**config.mk**
```make
export PLATFORM = sky130hd
export DESIGN_NAME = i2s_rx_flat
export DESIGN_NICKNAME = d
export VERILOG_FILES = /design/src/rtl/i2s_pkg.sv /design/src/rtl/i2s_rx_if.sv /design/src/rtl/i2s_edge_sync.sv /design/src/rtl/i2s_rx.sv /design/src/flat_wrapper.sv
export SDC_FILE = /design/constraint.sdc
export NUM_CORES = 1
export LEC_CHECK = 0
export CORE_ASPECT_RATIO = 1.1
export CORE_MARGIN = 10
export CORE_UTILIZATION = 29
export CTS_BUF_LIST = sky130_fd_sc_hd__clkbuf_4 sky130_fd_sc_hd__clkbuf_8
export DETAILED_ROUTE_END_ITERATION = 7
export DONT_BUFFER_PORTS = 1
export GPL_ROUTABILITY_DRIVEN = 0
export GPL_TIMING_DRIVEN = 0
export PLACE_DENSITY = 0.5
export RECOVER_POWER = 100
export SYNTH_ARGS = -nofsm -noshare
export SYNTH_HDL_FRONTEND = slang
export SYNTH_SLANG_ARGS = --single-unit
```
**constraint.sdc**
```tcl
create_clock -name clock -period 2 [get_ports clock]
set_input_delay 0.3 -clock clock [delete_from_list [all_inputs] [get_ports clock]]
set_output_delay 0.3 -clock clock [all_outputs]
set_load 0.05 [all_outputs]
```
**src/rtl/i2s_pkg.sv**
```systemverilog
// ---------------------------------------------------------------------------
// i2s_pkg: shared definitions for the I2S receive path.
//   DEF_DATA_W / DEF_SLOT_W / DEF_SYNC_STAGES : default widths and depths
//   LR_LEFT / LR_RIGHT                        : lrclk level of each channel
//   state_e                                   : slot-tracking FSM states
// ---------------------------------------------------------------------------
package i2s_pkg;

  localparam int DEF_DATA_W      = 24;
  localparam int DEF_SLOT_W      = 32;
  localparam int DEF_SYNC_STAGES = 2;

  localparam logic LR_LEFT  = 1'b0;
  localparam logic LR_RIGHT = 1'b1;

  typedef enum logic [1:0] {
    ALIGN,
    DELAY,
    SHIFT,
    PAD
  } state_e;

endpackage

```
**src/rtl/i2s_rx_if.sv**
```systemverilog
// ---------------------------------------------------------------------------
// i2s_rx_if: stereo sample stream, valid/ready.
//   out_left / out_right : sample pair, stable while out_valid is high
//   out_valid            : pair available (driven by the receiver)
//   out_ready            : consumer accepts when out_valid && out_ready
// master = producing side (i2s_rx), slave = consuming side.
// ---------------------------------------------------------------------------
interface i2s_rx_if
  import i2s_pkg::*;
#(
  parameter int DATA_W = DEF_DATA_W
) ();

  logic [DATA_W-1:0] out_left;
  logic [DATA_W-1:0] out_right;
  logic              out_valid;
  logic              out_ready;

  modport master (
    output out_left,
    output out_right,
    output out_valid,
    input  out_ready
  );

  modport slave (
    input  out_left,
    input  out_right,
    input  out_valid,
    output out_ready
  );

endinterface

```
**src/rtl/i2s_edge_sync.sv**
```systemverilog
// ---------------------------------------------------------------------------
// i2s_edge_sync: brings the asynchronous codec-side bclk/lrclk/sdata into the
// system clock domain and flags rising edges of bclk.
//   clock, reset : system clock, synchronous active-high reset
//   bclk, lrclk, sdata : asynchronous codec signals
//   bclk_rise    : one-cycle pulse on each synchronized bclk rising edge
//   lrclk_s      : synchronized lrclk, aligned with bclk_rise
//   sdata_s      : synchronized sdata, aligned with bclk_rise
// All three inputs see the same number of stages, so lrclk_s/sdata_s in the
// bclk_rise cycle are the values that were present at the bclk edge.
// ---------------------------------------------------------------------------
module i2s_edge_sync
  import i2s_pkg::*;
#(
  parameter int SYNC_STAGES = DEF_SYNC_STAGES
) (
  input  logic clock,
  input  logic reset,
  input  logic bclk,
  input  logic lrclk,
  input  logic sdata,
  output logic bclk_rise,
  output logic lrclk_s,
  output logic sdata_s
);

  logic [SYNC_STAGES-1:0] bclk_sr_q;
  logic [SYNC_STAGES-1:0] lrclk_sr_q;
  logic [SYNC_STAGES-1:0] sdata_sr_q;
  logic                   bclk_d_q;

  always_ff @(posedge clock) begin
    if (reset) begin
      bclk_sr_q  <= '0;
      lrclk_sr_q <= '0;
      sdata_sr_q <= '0;
      bclk_d_q   <= 1'b0;
    end else begin
      bclk_sr_q[0]  <= bclk;
      lrclk_sr_q[0] <= lrclk;
      sdata_sr_q[0] <= sdata;
      for (int i = 1; i < SYNC_STAGES; i++) begin
        bclk_sr_q[i]  <= bclk_sr_q[i-1];
        lrclk_sr_q[i] <= lrclk_sr_q[i-1];
        sdata_sr_q[i] <= sdata_sr_q[i-1];
      end
      bclk_d_q <= bclk_sr_q[SYNC_STAGES-1];
    end
  end

  assign lrclk_s   = lrclk_sr_q[SYNC_STAGES-1];
  assign sdata_s   = sdata_sr_q[SYNC_STAGES-1];
  assign bclk_rise = bclk_sr_q[SYNC_STAGES-1] && !bclk_d_q;

endmodule

```
**src/rtl/i2s_rx.sv**
```systemverilog
// ---------------------------------------------------------------------------
// i2s_rx: I2S bit-clock-slave receiver. Deserializes DATA_W-bit MSB-first
// left/right words from sdata and presents one stereo pair per lrclk frame.
//   clock, reset  : 100 MHz system clock, synchronous active-high reset
//   bclk, lrclk   : I2S bit clock / word select (observed only), async
//   sdata         : I2S serial data, async
//   out_if        : out_left/out_right/out_valid/out_ready pair stream
//   overrun       : sticky, a completed pair was dropped under backpressure
//   frame_err     : sticky, a slot ended before DATA_W bits were captured
//   clear_flags   : clears overrun/frame_err (a same-cycle set wins)
// ---------------------------------------------------------------------------
module i2s_rx
  import i2s_pkg::*;
#(
  parameter int DATA_W      = DEF_DATA_W,
  parameter int SLOT_W      = DEF_SLOT_W,
  parameter int SYNC_STAGES = DEF_SYNC_STAGES
) (
  input  logic       clock,
  input  logic       reset,
  input  logic       bclk,
  input  logic       lrclk,
  input  logic       sdata,
  i2s_rx_if.master   out_if,
  output logic       overrun,
  output logic       frame_err,
  input  logic       clear_flags
);

  localparam int CNT_W = $clog2(SLOT_W + 1);
  localparam logic [CNT_W-1:0] CNT_LAST = CNT_W'(DATA_W - 1);
  localparam logic [CNT_W-1:0] CNT_SLOT = CNT_W'(SLOT_W);

  logic bclk_rise;
  logic lrclk_s;
  logic sdata_s;

  i2s_edge_sync #(
    .SYNC_STAGES (SYNC_STAGES)
  ) u_sync (
    .clock     (clock),
    .reset     (reset),
    .bclk      (bclk),
    .lrclk     (lrclk),
    .sdata     (sdata),
    .bclk_rise (bclk_rise),
    .lrclk_s   (lrclk_s),
    .sdata_s   (sdata_s)
  );

  state_e            state_q, state_d;
  logic [CNT_W-1:0]  cnt_q, cnt_d;
  logic [DATA_W-2:0] shift_q, shift_d;     // bits received so far, LSB newest
  logic              chan_q, chan_d;
  logic              lr_prev_q, lr_prev_d;
  logic [DATA_W-1:0] hold_l_q, hold_l_d;
  logic              hold_l_vld_q, hold_l_vld_d;
  logic [DATA_W-1:0] out_left_q, out_left_d;
  logic [DATA_W-1:0] out_right_q, out_right_d;
  logic              out_valid_q, out_valid_d;
  logic              overrun_q, overrun_d;
  logic              frame_err_q, frame_err_d;

  logic              lr_edge;
  logic [DATA_W-1:0] word;
  logic              complete;
  logic              ferr_set;
  logic              ovr_set;

  assign lr_edge = bclk_rise && (lrclk_s != lr_prev_q);
  // Word as it stands once the current bit is shifted in.
  assign word    = {shift_q, sdata_s};

  always_ff @(posedge clock) begin
    if (reset) begin
      state_q      <= ALIGN;
      cnt_q        <= '0;
      shift_q      <= '0;
      chan_q       <= LR_LEFT;
      lr_prev_q    <= 1'b0;
      hold_l_q     <= '0;
      hold_l_vld_q <= 1'b0;
      out_left_q   <= '0;
      out_right_q  <= '0;
      out_valid_q  <= 1'b0;
      overrun_q    <= 1'b0;
      frame_err_q  <= 1'b0;
    end else begin
      state_q      <= state_d;
      cnt_q        <= cnt_d;
      shift_q      <= shift_d;
      chan_q       <= chan_d;
      lr_prev_q    <= lr_prev_d;
      hold_l_q     <= hold_l_d;
      hold_l_vld_q <= hold_l_vld_d;
      out_left_q   <= out_left_d;
      out_right_q  <= out_right_d;
      out_valid_q  <= out_valid_d;
      overrun_q    <= overrun_d;
      frame_err_q  <= frame_err_d;
    end
  end

  // Slot tracking and deserialization; everything advances on bclk_rise only.
  always_comb begin
    state_d      = state_q;
    cnt_d        = cnt_q;
    shift_d      = shift_q;
    chan_d       = chan_q;
    lr_prev_d    = lr_prev_q;
    hold_l_d     = hold_l_q;
    hold_l_vld_d = hold_l_vld_q;
    complete     = 1'b0;
    ferr_set     = 1'b0;

    if (bclk_rise) begin
      lr_prev_d = lrclk_s;
      // A new left slot starts a new frame: any earlier left word is stale.
      if (lr_edge && lrclk_s == LR_LEFT) hold_l_vld_d = 1'b0;

      unique case (state_q)
        ALIGN: begin
          if (lr_edge && lrclk_s == LR_LEFT) begin
            state_d = DELAY;
            chan_d  = LR_LEFT;
          end
        end
        DELAY, SHIFT: begin
          if (lr_edge) begin
            // Slot cut short: drop the partial word and follow the new slot.
            ferr_set = 1'b1;
            state_d  = DELAY;
            chan_d   = lrclk_s;
            if (lrclk_s == LR_RIGHT) hold_l_vld_d = 1'b0;
          end else if (state_q == DELAY) begin
            shift_d    = '0;
            shift_d[0] = sdata_s;
            cnt_d      = CNT_W'(1);
            state_d    = SHIFT;
          end else begin
            shift_d = word[DATA_W-2:0];
            cnt_d   = cnt_q + CNT_W'(1);
            if (cnt_q == CNT_LAST) begin
              state_d = PAD;
              if (chan_q == LR_LEFT) begin
                hold_l_d     = word;
                hold_l_vld_d = 1'b1;
              end else if (hold_l_vld_q) begin
                complete     = 1'b1;
                hold_l_vld_d = 1'b0;
              end
            end
          end
        end
        PAD: begin
          if (lr_edge) begin
            state_d = DELAY;
            chan_d  = lrclk_s;
          end else if (cnt_q != CNT_SLOT) begin
            cnt_d = cnt_q + CNT_W'(1);
          end
        end
        default: state_d = ALIGN;
      endcase
    end
  end

  // Output register, handshake and sticky flags.
  always_comb begin
    out_left_d  = out_left_q;
    out_right_d = out_right_q;
    out_valid_d = out_valid_q;
    ovr_set     = 1'b0;

    if (complete && (!out_valid_q || out_if.out_ready)) begin
      out_left_d  = hold_l_q;
      out_right_d = word;
      out_valid_d = 1'b1;
    end else begin
      if (complete) ovr_set = 1'b1;
      if (out_valid_q && out_if.out_ready) out_valid_d = 1'b0;
    end

    overrun_d   = ovr_set  ? 1'b1 : (clear_flags ? 1'b0 : overrun_q);
    frame_err_d = ferr_set ? 1'b1 : (clear_flags ? 1'b0 : frame_err_q);
  end

  assign out_if.out_left  = out_left_q;
  assign out_if.out_right = out_right_q;
  assign out_if.out_valid = out_valid_q;
  assign overrun          = overrun_q;
  assign frame_err        = frame_err_q;

endmodule

```
**src/flat_wrapper.sv**
```systemverilog
// flat-port wrapper written by rule: the top's interface ports become plain ports
module i2s_rx_flat import i2s_pkg::*;
#(
  parameter int DATA_W      = DEF_DATA_W,
  parameter int SLOT_W      = DEF_SLOT_W,
  parameter int SYNC_STAGES = DEF_SYNC_STAGES
)
  (clock, reset, bclk, lrclk, sdata, overrun, frame_err, clear_flags, out_if_out_left, out_if_out_right, out_if_out_valid, out_if_out_ready);
  i2s_rx_if #(.DATA_W(DATA_W)) out_if_i ();
  input  logic clock;
  input  logic reset;
  input  logic bclk;
  input  logic lrclk;
  input  logic sdata;
  output logic overrun;
  output logic frame_err;
  input  logic clear_flags;
  output wire logic [$bits(out_if_i.out_left)-1:0] out_if_out_left;
  output wire logic [$bits(out_if_i.out_right)-1:0] out_if_out_right;
  output wire logic [$bits(out_if_i.out_valid)-1:0] out_if_out_valid;
  input wire logic [$bits(out_if_i.out_ready)-1:0] out_if_out_ready;
  assign out_if_out_left = out_if_i.out_left;
  assign out_if_out_right = out_if_i.out_right;
  assign out_if_out_valid = out_if_i.out_valid;
  assign out_if_i.out_ready = out_if_out_ready;
  i2s_rx #(.DATA_W(DATA_W), .SLOT_W(SLOT_W), .SYNC_STAGES(SYNC_STAGES)) u_core (.clock(clock), .reset(reset), .bclk(bclk), .lrclk(lrclk), .sdata(sdata), .out_if(out_if_i), .overrun(overrun), .frame_err(frame_err), .clear_flags(clear_flags));
endmodule
```
==> results of run 1 <==
-- synth_stat cells, types with 2 or more instances --
cell type | number | area (sq um)
ha_1 | 5 | 62.6
nand2_1 | 31 | 116
nor3_1 | 6 | 30.0
nor2b_1 | 11 | 68.8
nand3b_1 | 23 | 173
nor2_1 | 31 | 116
buf_12 | 2 | 40.0
buf_4 | 2 | 15.0
buf_2 | 4 | 20.0
nand2b_1 | 100 | 626
o31ai_1 | 5 | 37.5
buf_6 | 4 | 45.0
or4_1 | 7 | 52.6
dfxtp_1 | 116 | 2320
inv_1 | 7 | 26.3
nand4_1 | 2 | 12.5
a21oi_1 | 33 | 165
clkbuf_1 | 22 | 82.6
nand3_1 | 4 | 20.0
o21ai_0 | 3 | 15.0
mux2i_1 | 72 | 721
a31oi_1 | 3 | 18.8
-- cell type report --
cell class / instances / share of cell area
inverters: 7 / 0.00439
plain buffers: 32 / 0.0361
clock inverters: 10 / 0.0213
multi-input cells: 354 / 0.412
flip-flops and latches: 116 / 0.389
repair buffers: 17 / 0.0443
well taps: 208 / 0.0435
clock buffers: 22 / 0.0495
-- per-layer routing --
layer | wire [microns] | part of all wire | up-vias
met5 | 0 | 0 | -
li1 | - | - | 1792
met1 | 5190 | 0.42 | 1701
met3 | 790 | 0.064 | 18
met4 | 208 | 0.017 | 0
met2 | 6130 | 0.50 | 81
-- sequential cells by signal, indices dropped and copies added, names as in the netlist --
register                  cells
u_core.hold_l_q              24
u_core.out_if.out_left       24
u_core.out_if.out_right      24
u_core.shift_q               23
u_core.cnt_q                  6
u_core.state_q                2
u_core.u_sync.bclk_sr_q       2
u_core.u_sync.lrclk_sr_q      2
u_core.u_sync.sdata_sr_q      2
u_core.chan_q                 1
u_core.frame_err              1
u_core.hold_l_vld_q           1
u_core.lr_prev_q              1
u_core.out_if.out_valid       1
u_core.overrun                1
u_core.u_sync.bclk_d_q        1
-- placed cells by master (no fill, tap or decap), drive strengths merged, types with 2 or more instances in the layout --
cell,Yosys,final
ha,5,5
buf,12,20
a31oi,3,3
clkbuf,22,47
dfxtp,116,116
a21oi,33,33
nand3b,23,23
nor2,31,31
nand4,2,2
nand2b,100,100
or4,7,7
o21ai,3,3
nand3,4,4
clkinv,0,6
dlygate4sd3,0,3
nand2,31,31
mux2i,72,72
o31ai,5,5
nor2b,11,11
bufinv,0,3
inv,7,7
nor3,7,7
-- report_power, final --
part	switching [mW]	internal [mW]	leakage [nW]
Clock	0.932	1.37	0.222
Sequential	0.00429	2.31	0.938
Combinational	0.0710	0.0521	0.943
Total	1.01	3.73	2.10
-- what timing repair did --
item | CTS | global route
gates cloned | 1 | 3
endpoints found under the setup margin | 91 | 96
setup buffers | 6 | 5
pin swaps | 1 | 2
hold buffers | 3 | 0
resized for setup | 24 | 19
endpoints found under the hold margin | 3 | 0
-- path summary, 6_finish.rpt --
kind | startpoint | end | slack [ps]
setup / recovery | u_core.state_q[1] | u_core.hold_l_q[22] | -60
hold / removal | clear_flags | u_core.overrun | 50
setup reg to reg | u_core.state_q[1] | u_core.hold_l_q[22] | -60
hold reg to reg | u_core.u_sync.lrclk_sr_q[0] | u_core.u_sync.lrclk_sr_q[1] | 440
-- per-stage QoR --
stage / setup slack (ps) / std cells / hold slack (ps)
2_1_floorplan: -9.90 / 512 / 414
6_report: -57.8 / 766 / 50.4
3_3_place_gp: -215 / 720 / 433
5_1_grt: -166 / 766 / 30.6
3_5_place_dp: -286 / 720 / 429
4_1_cts: -93.4 / 762 / 18.2
-- critical path, delay by kind of cell (launching register included) --
family        cells  cell delay, ps
simple gates      3            1040
flops             1             330
buf+inv           2             250
fa+ha+maj         1             160
mux               1             140
-- kinds of logic (layout without fill, tap and decap cells) --
kind of cell,after synthesis,after routing
and+or+nand+nor,224,224
DFF,116,116
muxes,72,72
AOI/OAI and AO/OA,51,51
buffers and inverters,42,88
adders and majority gates,5,5
xor gates and xnor gates,2,2
==> run_results.csv, run 1 <==
group,metric,value,unit
status,status,"complete, but fails checks",
status,violations,"negative setup slack",
timing,period_minus_slack,2060,ps
synth,syn_area_per_cell,9.66,sq um
grt,met2_usage,0.184,
timing,slew_headroom,0.606,
job,max_cap_violations,0,
timing,fin_crit_sh,1.03,
power,total_power,4.74,mW
floorplanning,coreArea,16900,sq um
routing,drtPass1Iterations,5,
grt,grt_pass1_wl,19400,microns
floorplanning,fp-row-count,50,
layout,multi_input_area,2460,sq um
synth,synth-edff-count,0,
timing,setup-tns-final,-1000,ps
clock_tree,clock_sink_count,116,
critical_path,cp_max_fo,10,
grt,grt.total_usage,0.111,
synth,synth_nets,524,
grt,antenna_found_initial,0,
synth,synth-compound-area-share,0.0595,
timing,final-setup-viol-count,36,
layout,final_area,5990,sq um
timing,setup_slack,-57.8,ps
synth,synthAdderAreaFrac,0.0127,
critical_path,r2r_cells,7,
timing,finalClockSkew,13.1,ps
worst_hold_path,hp-class,"input pin to flip-flop",
layout,layout-drive-gt1-share,0.140,
timing,finalMaxSlewViolations,0,
power,peakVddDrop,0.000404,V
grt,grt-busiest-layer,"met2",
layout,area_delta_synth_final,21.1,%
floorplanning,die_h,157,microns
synth,synth_area,4940,sq um
critical_path,path_cells,"inv_2 > ha_4 > or4bb_1 > or4_4 > buf_12 > mux2i_1 > nor2_1",
clock_tree,worstSkewPairLatency,440,ps
layout,diodes,0,
placement,dp_hpwl,8500,microns
timing,hold_violations,0,
synth,synthMuxAreaShare,0.146,
critical_path,crit_type,"flip-flop to flip-flop",
clock_tree,clockBufferDepth,2,
critical_path,crit_path_start_kind,"flip-flop",
layout,regArea,2330,sq um
synth,yosysWarnings,0,
critical_path,cp_slowest_cell,"or4_4",
critical_path,cp-end-kind,"flip-flop",
power,powerDensity,791,nW/um^2
floorplanning,pin_count,58,
layout,final.fill_count,1740,
layout,finalNetCount,557,
synth,ys_types,41,
routing,routed_via_density,4.69,
synth,synthSimpleGateAreaFrac,0.261,
grt,grtUsageMet3,0.0458,
routing,dr.first_iter.drc_count,192,
timing,rsz0062_at_grt,"yes",
routing,drcViolationCount,0,
critical_path,crit_arrival,2360,ps
placement,dpl_cell_area,5240,sq um
synth,synth_top_family_by_area,"simple AND/OR/NAND/NOR gates",
synth,seq_area_frac_synth,0.470,
clock_tree,clkTransAtPathRegs,70,ps
synth,ys_async_sr_fraction,0,
synth,dominantRegCellSynth,"dfxtp_1",
routing,wl_per_cell,16.1,microns
clock_tree,htreeDepth,4,
grt,grt_pass1_vias,3649,
floorplanning,die-width,145,microns
placement,portBuffers,0,
worst_hold_path,min_delay_path_depth,3,
synth,ys_ff_latch,116,
grt,grt-ovfl-total,0,
synth,synth_cells,512,
routing,vias,3592,
synth,synthXorXnorAreaFrac,0.00354,
routing,drt_wl_total,12300,microns
floorplanning,initial_core_util,0.293,
power,p_leak,2.10,nW
routing,antenna_left,0,
critical_path,cp_slowest_stage_delay,510,ps
grt,grt_max_degree,17,
critical_path,critPathRequiredTime,2310,ps
clock_tree,root_buffer,"clkbuf_8",
clock_tree,cts_inserted_buffers,17,
clock_tree,cts_tree,"yes",
timing,tightest_slew,591,ps
layout,utilization,0.355,
floorplanning,die_area,22700,sq um
timing,fmax,486,MHz
grt,globalRouteMet1Util,0.125,
Power figures use the tool's default switching activity.
==> run 2: changes to the inputs <==
--- a/config.mk
+++ b/config.mk
@@ -6,7 +6,7 @@
 export NUM_CORES = 1
 export LEC_CHECK = 0
 export CORE_ASPECT_RATIO = 1.1
-export CORE_MARGIN = 10
+export CORE_MARGIN = 2
 export CORE_UTILIZATION = 29
 export CTS_BUF_LIST = sky130_fd_sc_hd__clkbuf_4 sky130_fd_sc_hd__clkbuf_8
 export DETAILED_ROUTE_END_ITERATION = 7
==> run 2 against run 1 <==
  * The flow still finishes with violations (negative setup slack)
  * Combinational power is essentially flat
  * Sequential power is essentially flat
  * Cell count grew 1.0%
  * Critical path depth grew 1
  * Sequential cell count is the same
  * Critical path type unchanged
  * Clock-buffer cell count shrank 1
  * Fmax shrank 2.3%
  * Core utilization grew 0.059 points
  * Highest routed layer unchanged
  * Critical endpoint unchanged
==> run_results.csv, run 2 (synthesized netlist as in run 1, its figures left out) <==
group,metric,value,unit
floorplanning,fp-row-count,50,
routing,drtPass1Iterations,4,
routing,vias,3644,
routing,antenna_left,0,
placement,dpl_cell_area,5240,sq um
floorplanning,initial_core_util,0.293,
timing,setup-tns-final,-1930,ps
placement,portBuffers,0,
power,p_leak,2.11,nW
clock_tree,htreeDepth,4,
job,max_cap_violations,0,
routing,drcViolationCount,0,
layout,final_common_cell,"dfxtp_1",
grt,grt_pass1_vias,3575,
critical_path,cp-end-kind,"flip-flop",
timing,tightest_slew,617,ps
floorplanning,die_h,141,microns
timing,fin_crit_sh,1.05,
clock_tree,clkTransAtPathRegs,70,ps
layout,final_area,6000,sq um
critical_path,crit_arrival,2430,ps
floorplanning,pin_count,58,
power,total_power,4.58,mW
routing,dr.first_iter.drc_count,182,
timing,rsz0062_at_grt,"yes",
routing,routed_via_density,4.71,
layout,finalNetCount,567,
layout,area_delta_synth_final,21.3,%
placement,placed_cells,720,
placement,dp_hpwl,8050,microns
power,switching_power,1.04,mW
layout,layout-drive-gt1-share,0.161,
grt,grt.total_usage,0.138,
power,peakVddDrop,0.000358,V
timing,finalMaxSlewViolations,0,
critical_path,crit_path_start_kind,"flip-flop",
layout,diodes,0,
timing,whs,47.6,ps
floorplanning,die_area,18100,sq um
critical_path,critPathRequiredTime,2320,ps
layout,most-common-layout-cells,"112 x dfxtp_1, 100 x nand2b_1, 71 x mux2i_1",
clock_tree,cts_tree,"yes",
worst_hold_path,hp-class,"input pin to flip-flop",
clock_tree,clockBufferDepth,2,
critical_path,cp_max_fo,7,
timing,slew_headroom,0.583,
power,powerDensity,764,nW/um^2
power,clkPwrFrac,0.466,
timing,period_minus_slack,2110,ps
critical_path,crit_type,"flip-flop to flip-flop",
clock_tree,cts_inserted_buffers,17,
floorplanning,die-width,129,microns
routing,wl_per_cell,15.8,microns
timing,setup_slack,-107,ps
clock_tree,root_buffer,"clkbuf_8",
timing,hold_violations,0,
layout,layout.cells.non_filler,774,
clock_tree,worstSkewPairLatency,440,ps
power,p_seq_frac,0.506,
status,violations,"negative setup slack",
power,combPwrFrac,0.028,
timing,finalClockSkew,12.1,ps
layout,final.fill_count,1718,
grt,grt_pass1_wl,19100,microns
power,switching_share,0.226,
grt,antenna_found_initial,0,
timing,final-setup-viol-count,30,
clock_tree,clock_sink_count,116,
routing,drt_wl_total,12200,microns
status,status,"complete, but fails checks",
grt,grt-ovfl-total,0,
floorplanning,coreArea,16900,sq um
grt,grt_max_degree,17,
critical_path,r2r_slack,-110,ps
timing,fmax,475,MHz
power,intPower,3.55,mW
run 2: cell count changes in the layout (fill, tap and decap cells not counted), sizes merged:
cell	previous run	this run
clkinvlp	1	3
bufinv	3	2
clkbuf	47	43
clkinv	6	4
buf	20	33
run 2: worst max-delay path, stage by stage (launching register included):
cell and delay [ps]:
dfxtp_2 330, inv_2 60, ha_4 170, or4bb_1 470, or4_4 440, buf_12 160, buf_12 140, mux2i_2 170
nor2_1 50
run 2: final timing paths:
path,endpoint,from,cells after the start
worst min-delay path,u_core.overrun,clear_flags,3
worst max-delay path,u_core.hold_l_q[22],u_core.state_q[1],8
worst max register to register,u_core.hold_l_q[22],u_core.state_q[1],8
worst min register to register,u_core.u_sync.bclk_sr_q[1],u_core.u_sync.bclk_sr_q[0],1
run 2: area by class of cell:
class                   count  area (sq um)  area share
multi-input cells         354          2500       0.417
clock inverters             9           106      0.0177
plain buffers              35           267      0.0444
repair buffers             24           231      0.0386
flip-flops and latches    116          2330       0.388
inverters                   7          26.3     0.00438
well taps                 208           260      0.0434
clock buffers              21           277      0.0461
run 2: power by group through the flow:
stage          combinational, mW  clock [mW]  sequential [mW]
5_1_grt                    0.137        2.30             2.32
4_1_cts                    0.125        2.20             2.32
3_3_place_gp               0.118           0             2.37
6_report                   0.126        2.14             2.32
3_5_place_dp               0.119           0             2.37
2_1_floorplan             0.0832           0             2.37
run 2: metrics by stage:
stage               utilization  setup slack [ps]
finish                    0.355              -107
CTS                       0.346             -79.5
detailed placement        0.310              -269
floorplan                     -             -9.90
global placement          0.310              -236
global route              0.355              -186
run 2: metal layers:
metal / GRT usage / vias up / part of all wire
li1: - / 1816 / -
met1: 0.163 / 1694 / 0.42
met2: 0.224 / 105 / 0.49
met3: 0.0531 / 29 / 0.071
met4: 0.0589 / 0 / 0.022
met5: 0 / - / 0
run 2: what timing repair did:
item / in CTS / in global routing
hold endpoints to repair: 3 / 0
setup buffers: 13 / 5
cloned: 1 / 2
pin swaps: 3 / 5
setup endpoints to repair: 93 / 89
hold buffers: 3 / 0
gates resized for setup: 21 / 25
==> RTL edit 1 (flow settings as in run 1) <==
Encoding of `state_e`: now Gray code (2 bits for 4 states).
--- a/src/rtl/i2s_pkg.sv
+++ b/src/rtl/i2s_pkg.sv
@@ -14,10 +14,10 @@
   localparam logic LR_RIGHT = 1'b1;
 
   typedef enum logic [1:0] {
-    ALIGN,
-    DELAY,
-    SHIFT,
-    PAD
+    ALIGN = 2'b00,
+    DELAY = 2'b01,
+    SHIFT = 2'b11,
+    PAD   = 2'b10
   } state_e;
 
 endpackage
Formal check against the unedited RTL: no difference found for any inputs over 4 cycles, from zero or initial values and one cycle with reset high; so few cycles prove little.
==> RTL edit 1 against run 1 <==
- wire length is 20% higher
- via count is 20% higher
- power is 4.9% lower
- synthesized area is 3.4% lower
- sequential cell count stayed put
- non-clock buffer count is 17 higher
- final area is 8.7% lower
- worst setup slack better by 0.18 ns
- critical path type unchanged
- largest cell class is now flip-flops and latches
- largest power group unchanged
==> RTL edit 1: results (changes against run 1) <==
status: "finished, final reports clean"
first_global_vias: 4225  # +16%
holdPathStages: 2  # -1
grt_antenna_before_repair: 0  # unchanged
gr-usage-all-layers_pct: 13.6  # +2.5 points
cts_buffers: 17  # unchanged
slowest_stage: "xnor2_1"
ys_top_cells_by_count: "dfxtp_1 (116), a21oi_1 (108), nand4_1 (49)"
via_per_inst: 5.45  # +16%
dp_hpwl_um: 11100  # +31%
synth_cell_types: 37  # -9.8%
hold_path.class: "in2reg"
use_met3_pct: 4.38  # -0.20 points
whs_ns: 0.0549  # +0.00453 ns
r2r_cells: 5  # -2
synth_nets: 559  # +6.7%
layout.nets: 581  # +4.3%
pre_cts_slack_ns: -0.0900  # +0.196 ns
reg2reg_to: "u_core.out_if.out_right[1]$_SDFFE_PP0P_"
synth-seq-area-share_pct: 48.6  # +1.6 points
dr_total_vias: 4297  # +20%
r2r_start: "u_core.lr_prev_q$_SDFFE_PP0P_"
met2_usage_pct: 23.3  # +4.9 points
place_inst: 754  # +4.7%
synth_warnings: 0  # unchanged
place_area_um2: 5030  # -3.9%
path_clk_slew_ns: 0.07  # about the same
irDropWorstVdd_v: 0.000427  # +5.7%
grt_pass1_wl_um: 23600  # +21%
sw_frac_of_total_pct: 22.3  # +1.1 points
dr.pass1.iters: 6  # +1
gr-usage-met1_pct: 15.3  # +2.8 points
reg2reg_slack_ns: 0.13  # +0.18 ns
max_stage_delay_ns: 0.44  # -0.07 ns
cpLargestDelayFamily: "XOR/XNOR gates"
fill_cells: 1663  # -4.4%
critPathMaxFanout: 10  # unchanged
clk_latency_ns: 0.44  # about the same
arrival_ns: 2.18  # -0.18 ns
drive_above_1_share_pct: 9.57  # -4.4 points
leakagePower_nw: 1.65  # -21%
clock_skew_ns: 0.0120  # -0.00108 ns
synth_area_leaders: "dfxtp_1 (49%), a21oi_1 (11%), o31ai_1 (7.5%)"
drt_first_iter_violations: 389  # +100%
grt_overflow: 0  # unchanged
wl_per_cell_um: 18.8  # +17%
tightest_slew_ns: 0.644  # +0.0532 ns
clockRootBuffer: "clkbuf_8"
synthCells: 550  # +7.4%
## RTL edit 1: cell types whose count changed after synthesis, sizes merged, moves of 4 or more
cell           run 1  this run
nand2b           100         6
inv                7         3
nand3              4        25
clkbuf            22        43
o21ai              3        27
or4                7         1
nand4              2        50
mux2i             72         0
o31ai              5        48
nor2              31         6
nor3               7         0
buf               12        20
a21oi             33       108
## RTL edit 1: final cells by class
type	instances	area, um2	share of cell area [%]
plain buffers	63	298	5.44
repair buffers	3	30.0	0.549
inverters	3	11.3	0.206
clock buffers	21	270	4.94
well taps	204	255	4.67
clock inverters	11	110	2.01
flip-flops and latches	116	2320	42.5
multi-input cells	368	2170	39.7
## RTL edit 1: power by group through the flow
stage / Clock (mW) / Combinational [mW] / Sequential, mW
5_1_grt: 2.26 / 0.0910 / 2.32
3_3_place_gp: 0 / 0.0759 / 2.38
3_5_place_dp: 0 / 0.0768 / 2.38
2_1_floorplan: 0 / 0.0531 / 2.37
4_1_cts: 2.14 / 0.0820 / 2.32
6_report: 2.10 / 0.0811 / 2.32
## RTL edit 1: worst max path at each step
stage	slack (ns)	cells after the start	end	startpoint
after detailed placement	-0.09	5	u_core.out_if.out_left[2]$_SDFFE_PP0P_	u_core.out_if.out_valid$_SDFFE_PP0P_
after global placement	-0.07	5	u_core.out_if.out_right[18]$_SDFFE_PP0P_	u_core.out_if.out_valid$_SDFFE_PP0P_
after global routing	0.004	6	u_core.hold_l_q[15]$_SDFFE_PP0P_	u_core.u_sync.lrclk_sr_q[1]$_SDFF_PP0_
after CTS	0.03	6	u_core.out_if.out_right[1]$_SDFFE_PP0P_	u_core.cnt_q[0]$_SDFFE_PP0P_
after floorplan	0.37	6	u_core.cnt_q[3]$_SDFFE_PP0P_	u_core.cnt_q[0]$_SDFFE_PP0P_
final	0.13	5	u_core.out_if.out_right[1]$_SDFFE_PP0P_	u_core.lr_prev_q$_SDFFE_PP0P_
## RTL edit 1: logic make-up (layout without fill, tap and decap cells)
group	count (synthesis)	count (layout)	share of synthesized area (%)
XOR/XNOR	2	2	0.367
adder cells (fa/ha/maj)	2	2	0.524
AND/OR/NAND/NOR	169	169	20.5
AO/OA/AOI/OAI	195	195	23.7
flip-flops	116	116	48.6
buffers and inverters	66	101	6.26
## RTL edit 1: metal layers
layer	vias up	part of all wire, %
li1	2088	-
met1	2077	42
met2	107	51
met3	25	5.2
met4	0	2.1
met5	-	0
## RTL edit 1: what timing repair did
| action | 4_1_cts | 5_1_grt |
|---|---|---|
| hold buffers | 3 | 0 |
| buffers inserted | 0 | 0 |
| hold endpoints to repair | 3 | 0 |
| setup endpoints to repair | 43 | 73 |
| gates resized for setup | 3 | 17 |
==> RTL edit 2 (flow settings as in run 1) <==
Made on the original files. Set the package constant `DEF_SYNC_STAGES` to 4 (it was 2).
--- a/src/rtl/i2s_pkg.sv
+++ b/src/rtl/i2s_pkg.sv
@@ -8,7 +8,7 @@
 
   localparam int DEF_DATA_W      = 24;
   localparam int DEF_SLOT_W      = 32;
-  localparam int DEF_SYNC_STAGES = 2;
+  localparam int DEF_SYNC_STAGES = 4;
 
   localparam logic LR_LEFT  = 1'b0;
   localparam logic LR_RIGHT = 1'b1;
Formal check against the unedited RTL: not equivalent (Yosys sat finds a counterexample within 10 cycles, from zero or initial values and one cycle with reset high).
==> RTL edit 2 against run 1 <==
- power up 0.72%
- synthesized area down 4.0%
- utilization down 0.52 points
- sequential cell count up 6
- final area down 7.5%
- wire length down 4.4%
- worst setup slack better by 0.12 ns
- clock skew down 0.0024 ns
- first-iteration DRC count down 27%
- critical endpoint is now u_core.out_if.out_right[16]$_SDFFE_PP0P_
- largest power group unchanged
==> RTL edit 2: results (changes against run 1) <==
multi_input_area_share_pct: 39.0  # -2.2 points
startpoint: "u_core.state_q[0]$_SDFFE_PP0P_"
first_global_vias: 3505  # -3.9%
drt-total-wl_um: 11800  # -4.4%
min_from: "reset"
sh_seq_area_pct: 44.2  # +5.2 points
synth-seq-area-share_pct: 51.5  # +4.5 points
min_period_ns: 1.94  # -0.122 ns
dp_hpwl_um: 8400  # -1.2%
fill_cells: 1673  # -3.9%
seq_area_um2: 2450  # +4.9%
p_comb_share_pct: 1.7  # -0.9 points
place_inst: 689  # -4.3%
nMultiInputCombCells: 330  # -6.8%
holdPathEnd: "u_core.state_q[1]$_SDFFE_PP0P_"
place_area_um2: 4990  # -4.6%
arrival_ns: 2.29  # -0.07 ns
clock_skew_ns: 0.0107  # -0.00237 ns
synth_area_leaders: "dfxtp_1 (51%), mux2i_1 (15%), nand2_1 (10%)"
drt_first_iter_violations: 141  # -27%
grt_pass1_wl_um: 19100  # -1.3%
ys_top_cells_by_count: "nand2_1 (127), dfxtp_1 (122), mux2i_1 (73)"
max_stage_delay_ns: 0.39  # -0.12 ns
r2r_cells: 8  # +1
whs_ns: 0.0401  # -0.0103 ns
clkPwrFrac_pct: 47.1  # -1.4 points
clkCellAreaFrac_pct: 7.43  # +0.35 points
layout.nets: 525  # -5.7%
status: "finished, final reports clean"
n_all_buffers: 35  # -29%
holdPathStages: 2  # -1
RTL edit 2: what timing repair did:
| item | in CTS | in global routing |
|---|---|---|
| setup buffers | 2 | 0 |
| hold buffers | 3 | 0 |
| pin swaps | 1 | 1 |
| gates resized for setup | 3 | 13 |
| hold endpoints to repair | 3 | 0 |
| setup endpoints to repair | 72 | 72 |
RTL edit 2: metal layers:
| layer | part of all wire, % | track usage [%] | vias to the layer above |
|---|---|---|---|
| li1 | - | - | 1715 |
| met1 | 44 | 13.5 | 1647 |
| met2 | 47 | 17.0 | 83 |
| met3 | 7.2 | 4.65 | 12 |
| met4 | 1.2 | 3.85 | 0 |
| met5 | 0 | 0 | - |
RTL edit 2: cells by family (layout without fill, tap and decap cells):
family	after synthesis	in the layout	synth area share [%]
AO/OA/AOI/OAI	53	53	6.41
XOR/XNOR	1	1	0.343
adder cells (fa/ha/maj)	5	5	1.32
buffers and inverters	37	74	4.38
flip-flops	122	122	51.5
multiplexers	73	73	15.4
AND/OR/NAND/NOR	198	198	20.7
